$ cat config.mk
export PLATFORM = sky130hd
export DESIGN_NAME = sa_result_drain
export DESIGN_NICKNAME = d
export VERILOG_FILES = /design/src/rtl/sa_result_drain.sv
export SDC_FILE = /design/constraint.sdc
export NUM_CORES = 1
export LEC_CHECK = 0
export CAP_MARGIN = 20
export CORE_MARGIN = 2
export CORE_UTILIZATION = 45
export DETAILED_ROUTE_END_ITERATION = 10
export PLACE_DENSITY = 0.75
export SLEW_MARGIN = 20
export SYNTH_ARGS = -nofsm -noshare
export SYNTH_HDL_FRONTEND = slang
export SYNTH_SLANG_ARGS = --single-unit
$ cat constraint.sdc
create_clock -name clk -period 5.12 [get_ports clk]
set_clock_uncertainty 0.05 [all_clocks]
set_input_delay 0.768 -clock clk [delete_from_list [all_inputs] [get_ports clk]]
set_output_delay 0.768 -clock clk [all_outputs]
set_load 0.03 [all_outputs]
$ cat src/rtl/sa_result_drain.sv
// sa_result_drain
//   Result drain stage for the N x N bit-serial FP-INT systolic array.
//   - On the sa_done pulse, all N*N per-PE results (exponent and accumulator)
//     are captured into a local bank.
//   - The captured entries are then streamed out one per cycle, in row-major
//     PE order, over a valid/ready interface.
//   - This lets the array start its next tile while the current results drain.
//
// Optional feature, SA_DRAIN_SKIP_ZERO_EN:
//   - Entries whose accumulator is zero are never presented.
//   - A frame that is entirely zero produces a one-cycle zero_frame pulse
//     and no output entries.
//   - Without the macro, every entry is emitted and zero_frame is tied to 0.
//
// Ports:
//   clk        sole clock, rising edge
//   rst        synchronous active-high reset
//   sa_done    single-cycle pulse: exp_in/acc_in are valid this cycle
//   exp_in     flattened exponents, entry k at [k*EXP_WIDTH +: EXP_WIDTH]
//   acc_in     flattened accumulators, entry k at [k*ACC_WIDTH +: ACC_WIDTH]
//   out_valid  an entry is presented
//   out_ready  consumer accepts when out_valid && out_ready
//   out_exp    exponent of the presented entry
//   out_acc    accumulator of the presented entry
//   out_idx    PE index k = i*N+j of the presented entry
//   out_last   presented entry is the final one of the frame
//   busy       a frame is captured and not fully drained (equals out_valid)
//   overrun    sticky: an sa_done pulse was dropped; cleared only by rst
//   zero_frame one-cycle pulse: captured frame had nothing to emit
module sa_result_drain #(
  parameter int ACC_WIDTH = 32,
  parameter int N         = 2,
  parameter int EXP_WIDTH = 5,
  // Derived from N; not meant to be overridden.
  parameter int IDX_W     = (N * N > 1) ? $clog2(N * N) : 1
) (
  input  logic                       clk,
  input  logic                       rst,
  input  logic                       sa_done,
  input  logic [N*N*EXP_WIDTH-1:0]   exp_in,
  input  logic [N*N*ACC_WIDTH-1:0]   acc_in,
  output logic                       out_valid,
  input  logic                       out_ready,
  output logic [EXP_WIDTH-1:0]       out_exp,
  output logic [ACC_WIDTH-1:0]       out_acc,
  output logic [IDX_W-1:0]           out_idx,
  output logic                       out_last,
  output logic                       busy,
  output logic                       overrun,
  output logic                       zero_frame
);

  localparam int E = N * N;

  typedef enum logic {IDLE, DRAIN} state_t;

  state_t               state;
  logic [EXP_WIDTH-1:0] exp_arr  [E];
  logic [ACC_WIDTH-1:0] acc_arr  [E];
  logic [EXP_WIDTH-1:0] exp_bank [E];
  logic [ACC_WIDTH-1:0] acc_bank [E];
  logic [E-1:0]         pending;
  logic [E-1:0]         cap_mask;
  logic [E-1:0]         nxt_mask;
  logic [IDX_W-1:0]     cap_lo, cap_hi, nxt_lo, nxt_hi;
  logic                 cap_any;
  logic                 hs;
  logic                 capture;

  // Lowest set bit of a pending mask (priority search, no extra cycles).
  function automatic logic [IDX_W-1:0] lowest(input logic [E-1:0] m);
    lowest = '0;
    for (int k = E - 1; k >= 0; k--)
      if (m[k]) lowest = IDX_W'(k);
  endfunction

  // Highest set bit of a pending mask; decides out_last.
  function automatic logic [IDX_W-1:0] highest(input logic [E-1:0] m);
    highest = '0;
    for (int k = 0; k < E; k++)
      if (m[k]) highest = IDX_W'(k);
  endfunction

  // Unflatten the array ports into per-entry views.
  always_comb begin
    for (int k = 0; k < E; k++) begin
      exp_arr[k] = exp_in[k*EXP_WIDTH +: EXP_WIDTH];
      acc_arr[k] = acc_in[k*ACC_WIDTH +: ACC_WIDTH];
    end
  end

  // Pending mask of a frame being captured this cycle.
  always_comb begin
    cap_mask = '1;
`ifdef SA_DRAIN_SKIP_ZERO_EN
    for (int k = 0; k < E; k++)
      cap_mask[k] = |acc_arr[k];
`endif
  end

  always_comb begin
    cap_any  = |cap_mask;
    cap_lo   = lowest(cap_mask);
    cap_hi   = highest(cap_mask);
    // The presented entry is retired on a handshake; what remains decides
    // the next entry to present.
    nxt_mask = pending & ~(E'(1) << out_idx);
    nxt_lo   = lowest(nxt_mask);
    nxt_hi   = highest(nxt_mask);
    hs       = out_valid & out_ready;
    // A new frame is accepted when idle, or on the final handshake so that
    // back-to-back frames drain without a bubble.
    capture  = sa_done & ((state == IDLE) | (hs & out_last));
  end

  assign busy = out_valid;

`ifdef SA_DRAIN_SKIP_ZERO_EN
  logic zero_frame_q;
  assign zero_frame = zero_frame_q;
`else
  assign zero_frame = 1'b0;
`endif

  always_ff @(posedge clk) begin
    if (rst) begin
      state     <= IDLE;
      pending   <= '0;
      out_valid <= 1'b0;
      out_exp   <= '0;
      out_acc   <= '0;
      out_idx   <= '0;
      out_last  <= 1'b0;
      overrun   <= 1'b0;
`ifdef SA_DRAIN_SKIP_ZERO_EN
      zero_frame_q <= 1'b0;
`endif
      // NOTE: the bank is small (N*N entries) and must read as zero after
      // reset, so it is reset like ordinary flops rather than left as RAM.
      for (int k = 0; k < E; k++) begin
        exp_bank[k] <= '0;
        acc_bank[k] <= '0;
      end
    end else begin
`ifdef SA_DRAIN_SKIP_ZERO_EN
      zero_frame_q <= 1'b0;
`endif
      if (capture) begin
        for (int k = 0; k < E; k++) begin
          exp_bank[k] <= exp_arr[k];
          acc_bank[k] <= acc_arr[k];
        end
        if (cap_any) begin
          // First entry comes straight from the inputs, as the bank is only
          // being written on this same edge.
          state     <= DRAIN;
          pending   <= cap_mask;
          out_valid <= 1'b1;
          out_idx   <= cap_lo;
          out_exp   <= exp_arr[cap_lo];
          out_acc   <= acc_arr[cap_lo];
          out_last  <= (cap_lo == cap_hi);
        end else begin
          state     <= IDLE;
          pending   <= '0;
          out_valid <= 1'b0;
          out_last  <= 1'b0;
`ifdef SA_DRAIN_SKIP_ZERO_EN
          zero_frame_q <= 1'b1;
`endif
        end
      end else if (hs) begin
        if (out_last) begin
          state     <= IDLE;
          pending   <= '0;
          out_valid <= 1'b0;
          out_last  <= 1'b0;
        end else begin
          pending   <= nxt_mask;
          out_idx   <= nxt_lo;
          out_exp   <= exp_bank[nxt_lo];
          out_acc   <= acc_bank[nxt_lo];
          out_last  <= (nxt_lo == nxt_hi);
        end
      end

      // A frame arriving mid-drain cannot be held anywhere; flag the loss.
      if (sa_done && (state == DRAIN) && !capture)
        overrun <= 1'b1;
    end
  end

endmodule

After elaboration in Yosys (flattened, before gate mapping). Memory sizes are Yosys's and may differ from the RTL's. Cells that the tools add are included.

Bits in writable memories: 148. Memories kept: 2. Bits in registers: 46.

Reduce and logical (&&, ||, !) cells: 9. Mux-type cells: 33. Bitwise operators: 16. Shift-type cells: 1. Eq/ne operators: 2.

Memories: acc_bank (words 4, width 32, rd ports 1, clocked after Yosys merged registers in 0, write ports 4, RTL line 61) `logic [ACC_WIDTH-1:0] acc_bank [E];`; exp_bank (words 4, width 5, rd ports 1, clocked after Yosys merged registers in 0, write ports 4, RTL line 60) `logic [EXP_WIDTH-1:0] exp_bank [E];`.

Operators with widths (count): 32-bit 2-to-1 mux (7); 5-bit 2-to-1 mux (7); 2-bit 2-to-1 mux (6); 4-bit 2-to-1 mux (3); 1-bit 2-to-1 mux (10); 1-bit bitwise OR (9); 2-bit AND reduction (3); 4-bit bitwise AND (1); 4-bit inverter (1); 2-bit nonzero test (2); 1-bit by 2-bit << shifter with 4-bit output, first input constant (1); 1-bit bitwise AND (3); 2-bit equality test (1); 1-bit logical AND (2); 2-bit by 1-bit != test with 1-bit output, second input constant (1); 1-bit inverter (2); 2-bit OR reduction (1); 1-bit logical NOT (1).

Logic depth before layout (Yosys ltp). Gate-level depths: netlist (run 1). An unclocked memory read counts as a cell.

Depth in word-level cells: 11. Depth in mapped cells: 8. Mapped depth without buffers: 5.

Least setup slack after synthesis (run 1). No wires, ideal clock.

Kind: input port to flip-flop. Start: input rst. End: memory acc_bank[0][0] (enable). Data arrival time: 4.942 ns. Path buffers: 2. Cell stages on the path: 3. Data required time: 4.534 ns. Setup time: 0.536 ns. Setup slack: -0.408 ns. Path through: clkbuf_1 > clkbuf_1 > nand2b_1.

RTL lines: from (decl) (RTL line 38) `input logic rst,`; to (decl) (RTL line 61).

==> flow_summary_export.csv, run 1 <==
group,metric,value,unit
status,outcome,"completed",
drt,avgRoutedWirePerCell,18.0,um
pwr,power_switching,0.994,mW
logic_synthesis,ys.flop_type,"edfxtp_1",
sta,max_freq,0.331,GHz
drt,vias,6191,
place,io_buffers,194,
sta,layout_min_cycle_time,3020,ps
logic_synthesis,synthCells,728,
worst_setup_path,timing.rr.start,"out_idx[0]$_SDFFE_PP0P_",
layout,fillCellCount,1609,
sta,finalHoldViolations,0,
worst_setup_path,crit_slowest_cell,"buf_4",
logic_synthesis,syn-num-nets,880,
worst_setup_path,path_cells,"clkdlybuf4s50_1 > a21boi_4 > nand2b_2 > nor2_4 > buf_4 > and2_1",
floorplan,core-area,0.0195,sq mm
drt,first_pass_iters,4,
clock_tree,insertion_delay,430,ps
pwr,pwr-share-clk,34.0,%
logic_synthesis,ys_types,40,
drt,remaining_drc_errors,0,
clock_tree,ctsHtreeMaxLevel,4,
floorplan,io_pins,196,
clock_tree,root_buffer,"clkbuf_16",
floorplan,rows,51,
worst_setup_path,cp-endpoint,"acc_bank[1][2]$_SDFFCE_PN0P_",
clock_tree,postCtsSetupBuffers,0,
pwr,powerDensity,335,mW/mm^2
drt,via_per_inst,5.32,
worst_setup_path,rr_worst_depth,6,
min_path,hold_class,"reg -> reg",
worst_setup_path,cp-start-kind,"primary input",
clock_tree,cts_resized,0,
logic_synthesis,synthArstFlopShare,0,%
clock_tree,clkTransAtPathRegs,70,ps
floorplan,die_x,145,um
floorplan,initial_core_util,45.9,%
logic_synthesis,yosysWarnings,0,
clock_tree,cts_buffer_depth,2,
clock_tree,ctsHoldBuffers,0,
logic_synthesis,syn-cell-area,0.00897,sq mm
worst_setup_path,cp.arrival,3270,ps
layout,final_nets,1038,
sta,rsz0062_at_grt,"false",
sta,tns,0,ps
place,place.gp.congestion,0.762,
clock_tree,cts_tree,"yes",
logic_synthesis,syn_avg_cell_area,12.3,sq um
logic_synthesis,seq_area_frac_synth,59.8,%
global_route,grt_first_pass_wirelength,33.6,mm
clock_tree,cts.sinks,194,
global_route,grt_max_degree,116,
worst_setup_path,worst_r2r_endpoint,"out_exp[1]$_SDFFE_PP0P_",
drt,routed_wl,21.0,mm
global_route,track_usage,20.2,%
logic_synthesis,synth-seq-cells,194,
pwr,p_sw_share,25.7,%
drt,antenna_left,0,
sta,period_share,59.1,%
layout,area.growth.synth_to_final,28.7,%
logic_synthesis,synth_edf_count,148,
global_route,grt_pass1_vias,6253,
layout,layout-drive-gt1-share,8.23,%
drt,first_iter_violations,372,
worst_setup_path,r2r_slack,2140,ps
worst_setup_path,critPathCaptureType,"flip-flop",
pwr,ir_drop,0.234,mV
floorplan,dieArea,0.0211,sq mm
sta,slew_viol_final,0,
pwr,p_int,2.87,mW
clock_tree,cts_inserted_buffers,17,
global_route,grt-ovfl-total,0,
floorplan,die_h,145,um
job,cap_violations,0,
sta,max_slew.worst_pin.slew,1080,ps
worst_setup_path,cp_slowest_stage_delay,770,ps
sta,relSlewSlack,28.1,%
sta,worst_slack,2100,ps
worst_setup_path,crit_required,5370,ps
pwr,p_leak,4.20,nW
place,place_ws,1640,ps
pwr,power.combinational.fraction,17.3,%
worst_setup_path,path_class,"in -> reg",
place,hpwl,13.0,mm
worst_setup_path,critPathLaunch,"out_ready",
worst_setup_path,timing.critical_path.fanout_max,115,
layout,antennaDiodeCount,0,
global_route,antenna_found_initial,0,
pwr,seqPwrFrac,48.7,%
sta,finalSetupViolations,0,
==> worst max-delay path: cells and delay by family <==
family	cells	cell delay, ps
simple gates	3	1000
buf+inv	2	1300
compound gates	1	90
==> cell families after synthesis <==
logic type / share of synthesized area, %
AOI/OAI and AO/OA: 13.0
buffers and inverters: 4.40
DFF: 59.8
muxes: 4.24
other: 0.0418
and+or+nand+nor: 18.5
==> cells in the mapped netlist (all sizes together) (6+ instances only) <==
cell,n,share of area (%)
o21ai,6,0.33
dfxtp,46,10
buf,42,3.4
a211oi,75,7.5
nor3,36,2.0
edfxtp,148,50
mux2i,38,4.2
or3,37,2.6
and2,148,10
nor2b,6,0.42
o21a,39,3.3
a21oi,13,0.85
clkbuf,22,0.96
nor2,46,2.1
==> flip-flops by register name, summed over array words and instances, names as in the netlist <==
name / count
overrun: 1
exp_bank: 20
state: 1
out_exp: 5
out_acc: 32
acc_bank: 128
pending: 4
out_idx: 2
out_last: 1
==> placed cells by master (no fill, tap or decap), types with 2 or more instances in the layout <==
cell,n
clkdlybuf4s50_1,193
and2_1,148
edfxtp_1,148
a211oi_1,53
dfxtp_1,46
nor2_1,43
mux2i_1,38
o21a_1,38
or3_1,37
nor3_1,36
a211oi_2,22
clkbuf_16,17
a21oi_1,12
buf_4,7
o21ai_0,6
nand2_1,5
nor2b_1,5
nor2_4,3
nand2b_1,3
clkinvlp_4,3
inv_6,2
clkinv_1,2
clkinv_4,2
clkinv_2,2
bufinv_16,2
buf_12,2
==> routing by layer <==
layer	routed length [um]	GRT usage, %	vias to the layer above	share of wire, %
met3	1300	4.43	25	6.2
met4	323	6.27	0	1.5
met1	8740	26.2	2976	42
met2	10600	34.2	225	51
met5	0	0	-	0
li1	-	-	2965	-
==> final cells by class <==
type	count	area (sq um)	area share, %
Sequential cell	194	5370	46.5
Multi-Input combinational cell	469	3230	28.0
Timing Repair Buffer	203	2030	17.6
Clock buffer	19	443	3.84
Tap cell	265	332	2.87
Clock inverter	13	135	1.17
Inverter	1	3.75	0.0325
==> through the flow <==
| stage | instances | cell area [sq um] | hold WS [ps] | util [%] | power, mW |
|---|---|---|---|---|---|
| floorplan | 728 | 8970 | 471 | - | 2.33 |
| global placement | 1132 | 11000 | 415 | 56.1 | 2.58 |
| detailed placement | 1132 | 11000 | 420 | 56.1 | 2.59 |
| CTS | 1164 | 11500 | 436 | 59.1 | 3.90 |
| global route | 1164 | 11500 | 486 | 59.1 | 4.01 |
| finish | 1164 | 11500 | 428 | 59.1 | 3.87 |
==> power groups by stage <==
stage	clock network [mW]	registers, mW	logic (mW)
floorplan	0	1.97	0.352
global placement	0	1.92	0.667
detailed placement	0	1.92	0.675
CTS	1.33	1.89	0.677
global route	1.39	1.90	0.719
finish	1.31	1.88	0.668
==> worst min-delay path by stage <==
stage	from	end	slack (ps)	cells past startpoint
2_1_floorplan	pending[1]$_SDFFE_PP0P_	pending[1]$_SDFFE_PP0P_	470	2
3_3_place_gp	overrun$_SDFFE_PP0P_	overrun$_SDFFE_PP0P_	420	2
3_5_place_dp	overrun$_SDFFE_PP0P_	overrun$_SDFFE_PP0P_	420	2
4_1_cts	overrun$_SDFFE_PP0P_	overrun$_SDFFE_PP0P_	440	2
5_1_grt	overrun$_SDFFE_PP0P_	overrun$_SDFFE_PP0P_	490	2
6_report	overrun$_SDFFE_PP0P_	overrun$_SDFFE_PP0P_	430	2
No activity file was read; power rests on OpenSTA's default activity.
==> run 2, diff against run 1 <==
Settings changed: PLACE_DENSITY 0.75 to 0.72.
Clock period 5.12 ns to 2.9 ns, I/O delays scaled along.
==> flow_summary_export.csv, run 2 (synthesis gave the netlist of run 1 again) <==
group,metric,value,unit
sta,max_freq,0.438,GHz
drt,vias,6169,
global_route,grt_max_degree,81,
sta,finalSetupViolations,0,
global_route,track_usage,19.9,%
floorplan,rows,51,
clock_tree,ctsHtreeMaxLevel,4,
min_path,hold_class,"reg -> reg",
worst_setup_path,cp-start-kind,"flip-flop",
drt,avgRoutedWirePerCell,17.7,um
place,place_ws,266,ps
layout,antennaDiodeCount,0,
clock_tree,ctsHoldBuffers,0,
sta,period_share,78.7,%
worst_setup_path,crit_family,"buffers and inverters",
clock_tree,cts.sinks,194,
global_route,antenna_found_initial,0,
layout,top_register,"acc_bank",
worst_setup_path,rr_worst_depth,5,
sta,relSlewSlack,62.8,%
global_route,grt-ovfl-total,0,
worst_setup_path,critPathCaptureType,"output pin",
floorplan,die_h,145,um
clock_tree,cts_inserted_buffers,17,
floorplan,io_pins,196,
global_route,grt_pass1_vias,6159,
sta,max_slew.worst_pin.slew,558,ps
worst_setup_path,cp.arrival,1800,ps
place,place.gp.congestion,0.865,
sta,layout_min_cycle_time,2280,ps
layout,area.growth.synth_to_final,31.0,%
floorplan,dieArea,0.0211,sq mm
sta,rsz0062_at_grt,"false",
sta,finalHoldViolations,0,
layout,final_nets,1048,
pwr,p_leak,4.30,nW
clock_tree,cts_tree,"yes",
drt,routed_wl,20.7,mm
clock_tree,cts_buffer_depth,2,
clock_tree,root_buffer,"clkbuf_16",
drt,first_pass_iters,5,
pwr,ir_drop,0.395,mV
floorplan,die_x,145,um
clock_tree,insertion_delay,430,ps
worst_setup_path,timing.critical_path.fanout_max,14,
pwr,powerDensity,600,mW/mm^2
layout,largest_reg_flops,128,
min_path,holdPathStages,2,
drt,first_iter_violations,324,
worst_setup_path,path_class,"reg -> out",
layout,final_common_cell,"clkdlybuf4s50_1",
worst_setup_path,critPathBufInv,1,
job,cap_violations,0,
layout,reg_top3,"acc_bank (128), out_acc (32), exp_bank (20)",
floorplan,core-area,0.0195,sq mm
drt,remaining_drc_errors,0,
place,hpwl,13.5,mm
sta,worst_slack,618,ps
worst_setup_path,crit_slowest_cell,"clkdlybuf4s50_1",
status,outcome,"completed",
sta,tns,0,ps
layout,utilization,60.1,%
drt,antenna_left,0,
layout,layout-drive-gt1-share,9.35,%
clock_tree,clkTransAtPathRegs,70,ps
layout,fillCellCount,1653,
worst_setup_path,crit_required,2410,ps
worst_setup_path,crit_cells,1,
worst_setup_path,cp_slowest_stage_delay,790,ps
floorplan,initial_core_util,45.9,%
global_route,grt_first_pass_wirelength,33.2,mm
sta,slew_viol_final,0,
clock_tree,postCtsSetupBuffers,0,
place,io_buffers,194,
layout,layout_common_cells,"193 x clkdlybuf4s50_1, 148 x and2_1, 148 x edfxtp_1, 53 x a211oi_1, 46 x dfxtp_1",
drt,via_per_inst,5.25,
worst_setup_path,path_cells,"clkdlybuf4s50_1",
clock_tree,cts_resized,0,
==> run 2: stage by stage <==
step / hold slack [ps] / cells / area [sq um] / power [mW]
after floorplan: 471 / 728 / 8970 / 4.10
after global placement: 418 / 1142 / 11100 / 4.59
after detailed placement: 412 / 1142 / 11100 / 4.61
after CTS: 430 / 1174 / 11700 / 7.10
after global routing: 459 / 1174 / 11700 / 7.31
final: 422 / 1174 / 11700 / 7.05
==> run 2: final timing paths <==
check	slack (ps)	from	to
worst max-delay path	620	out_idx[1]$_SDFFE_PP0P_	out_idx[1]
worst min-delay path	420	overrun$_SDFFE_PP0P_	overrun$_SDFFE_PP0P_
worst max register to register	660	out_idx[1]$_SDFFE_PP0P_	out_acc[29]$_SDFFE_PP0P_
worst min register to register	420	overrun$_SDFFE_PP0P_	overrun$_SDFFE_PP0P_
==> run 2: area by class of cell <==
cell class,count,area [sq um],share of cell area [%]
clock inverter,15,205,1.75
timing repair buffer,213,2180,18.6
clock buffer,17,425,3.62
sequential,194,5370,45.7
inverter,1,3.75,0.0320
tap,265,332,2.82
multi-input combinational,469,3230,27.5
==> run 2: routing by layer <==
| metal | wire length (um) | part of all wire (%) | up-vias | global-route usage [%] |
|---|---|---|---|---|
| met5 | 0 | 0 | - | 0 |
| met4 | 374 | 1.8 | 0 | 6.67 |
| met3 | 978 | 4.7 | 30 | 3.96 |
| met2 | 10300 | 50 | 201 | 32.9 |
| met1 | 9050 | 44 | 2962 | 26.3 |
| li1 | - | - | 2976 | - |
==> run 2: report_power, final <==
| part | total (mW) | switching [mW] | leakage (nW) | internal [mW] |
|---|---|---|---|---|
| registers | 3.33 | 0.0978 | 1.98 | 3.23 |
| logic | 1.21 | 0.635 | 2.02 | 0.575 |
| clock network | 2.51 | 1.05 | 0.297 | 1.45 |
==> run 3, diff against run 2 <==
Clock period 2.9 ns to 2.1 ns, I/O delays scaled along.
==> flow_summary_export.csv, run 3 (synthesis gave the netlist of run 1 again) <==
group,metric,value,unit
clock_tree,clkTransAtPathRegs,70,ps
place,place.gp.congestion,0.759,
layout,fillCellCount,1565,
sta,period_share,94.3,%
layout,final_common_cell,"clkdlybuf4s50_1",
pwr,powerDensity,804,mW/mm^2
global_route,grt-ovfl-total,0,
drt,via_per_inst,5.22,
clock_tree,insertion_delay,430,ps
min_path,hold_class,"in -> reg",
sta,relSlewSlack,66.4,%
worst_setup_path,critPathBufInv,1,
pwr,p_leak,4.46,nW
drt,antenna_left,0,
global_route,grt_max_degree,60,
floorplan,dieArea,0.0211,sq mm
floorplan,core-area,0.0195,sq mm
clock_tree,cts_buffer_depth,2,
pwr,ir_drop,0.624,mV
global_route,grtUsageMet3,4.65,%
sta,layout_min_cycle_time,1980,ps
layout,layout-drive-gt1-share,11.6,%
sta,max_freq,0.505,GHz
worst_setup_path,path_class,"reg -> reg",
layout,reg_top3,"acc_bank (128), out_acc (32), exp_bank (20)",
worst_setup_path,cp.arrival,2260,ps
clock_tree,root_buffer,"clkbuf_16",
drt,remaining_drc_errors,0,
layout,layout_common_cells,"191 x clkdlybuf4s50_1, 148 x and2_1, 148 x edfxtp_1, 53 x a211oi_1",
sta,worst_slack,119,ps
floorplan,rows,51,
clock_tree,cts_tree,"yes",
global_route,grt_first_pass_wirelength,34.1,mm
global_route,met2_usage,33.3,%
floorplan,io_pins,196,
place,hpwl,14.2,mm
global_route,grt_pass1_vias,6261,
floorplan,die_h,145,um
global_route,antenna_found_initial,0,
sta,finalHoldViolations,0,
layout,antennaDiodeCount,0,
clock_tree,cts_inserted_buffers,17,
worst_setup_path,cp-start-kind,"flip-flop",
sta,slew_viol_final,0,
worst_setup_path,timing.critical_path.fanout_max,38,
worst_setup_path,critPathCaptureType,"flip-flop",
global_route,track_usage,20.6,%
worst_setup_path,crit_slowest_cell,"dfxtp_1",
layout,area.growth.synth_to_final,33.8,%
drt,routed_wl,21.4,mm
layout,final_nets,1068,
clock_tree,cts.sinks,194,
place,io_buffers,194,
drt,vias,6238,
pwr,power.total,9.65,mW
drt,avgRoutedWirePerCell,17.9,um
global_route,grt.busiest_layer,"met2",
layout,top_register,"acc_bank",
sta,max_slew.worst_pin.slew,504,ps
job,cap_violations,0,
drt,first_iter_violations,416,
worst_setup_path,cp_slowest_stage_delay,500,ps
worst_setup_path,crit_required,2380,ps
layout,largest_reg_flops,128,
clock_tree,ctsHtreeMaxLevel,4,
sta,whs,243,ps
sta,rsz0062_at_grt,"false",
floorplan,initial_core_util,45.9,%
worst_setup_path,path_cells,"nor2b_1 > a32o_2 > buf_4 > o21a_1 > a211oi_1 > o41ai_1",
sta,finalSetupViolations,0,
place,place_ws,-55.2,ps
worst_setup_path,crit_family,"compound AO/OA/AOI/OAI gates",
status,outcome,"completed",
global_route,grt_util_met1,27.0,%
drt,first_pass_iters,4,
floorplan,die_x,145,um
-- run 3: changes by cell type in the layout (fill, tap and decap cells not counted), sizes merged, moves of 2 or more --
cell / before / now
clkdlybuf4s50: 193 / 191
clkbuf: 17 / 21
bufinv: 4 / 2
buf: 20 / 40
-- run 3: final timing paths --
check | from | end | slack (ps) | depth (start not counted)
worst max-delay path | pending[3]$_SDFFE_PP0P_ | out_exp[4]$_SDFFE_PP0P_ | 120 | 6
worst min-delay path | rst | overrun$_SDFFE_PP0P_ | 240 | 2
worst min register to register | overrun$_SDFFE_PP0P_ | overrun$_SDFFE_PP0P_ | 440 | 2
worst max register to register | pending[3]$_SDFFE_PP0P_ | out_exp[4]$_SDFFE_PP0P_ | 120 | 6
-- run 3: timing repair --
| item | 4_1_cts | 5_1_grt |
|---|---|---|
| buffers inserted | 0 | 0 |
| endpoints found under the setup margin | 1 | 5 |
| hold buffers | 0 | 0 |
| gates resized for setup | 1 | 2 |
-- run 3: layout make-up --
cell class | instances | area (sq um) | area share (%)
multi-input cells | 469 | 3240 | 27.0
clock buffers | 21 | 460 | 3.84
inverters | 1 | 3.75 | 0.0313
repair buffers | 233 | 2470 | 20.6
well taps | 265 | 332 | 2.76
clock inverters | 11 | 128 | 1.06
flip-flops and latches | 194 | 5370 | 44.8
-- run 3: report_power, final --
group	internal [mW]	switching (mW)	total, mW
logic	0.881	0.905	1.79
registers	4.46	0.132	4.59
clock network	1.83	1.44	3.27
-- run 3: per-stage QoR --
| step | area, sq um | util (%) | std cells | TNS [ps] |
|---|---|---|---|---|
| 6_report | 12000 | 61.5 | 1194 | 0 |
| 5_1_grt | 12000 | 61.5 | 1194 | 0 |
| 4_1_cts | 12000 | 61.4 | 1194 | 0 |
| 3_5_place_dp | 11400 | 58.4 | 1162 | -885 |
| 3_3_place_gp | 11400 | 58.4 | 1162 | -194 |
| 2_1_floorplan | 8990 | - | 728 | -56540 |
-- run 3: per-layer routing --
| layer | part of all wire, % | vias up |
|---|---|---|
| met4 | 2.3 | 0 |
| li1 | - | 3023 |
| met3 | 5.7 | 33 |
| met1 | 43 | 2964 |
| met2 | 49 | 218 |
| met5 | 0 | - |
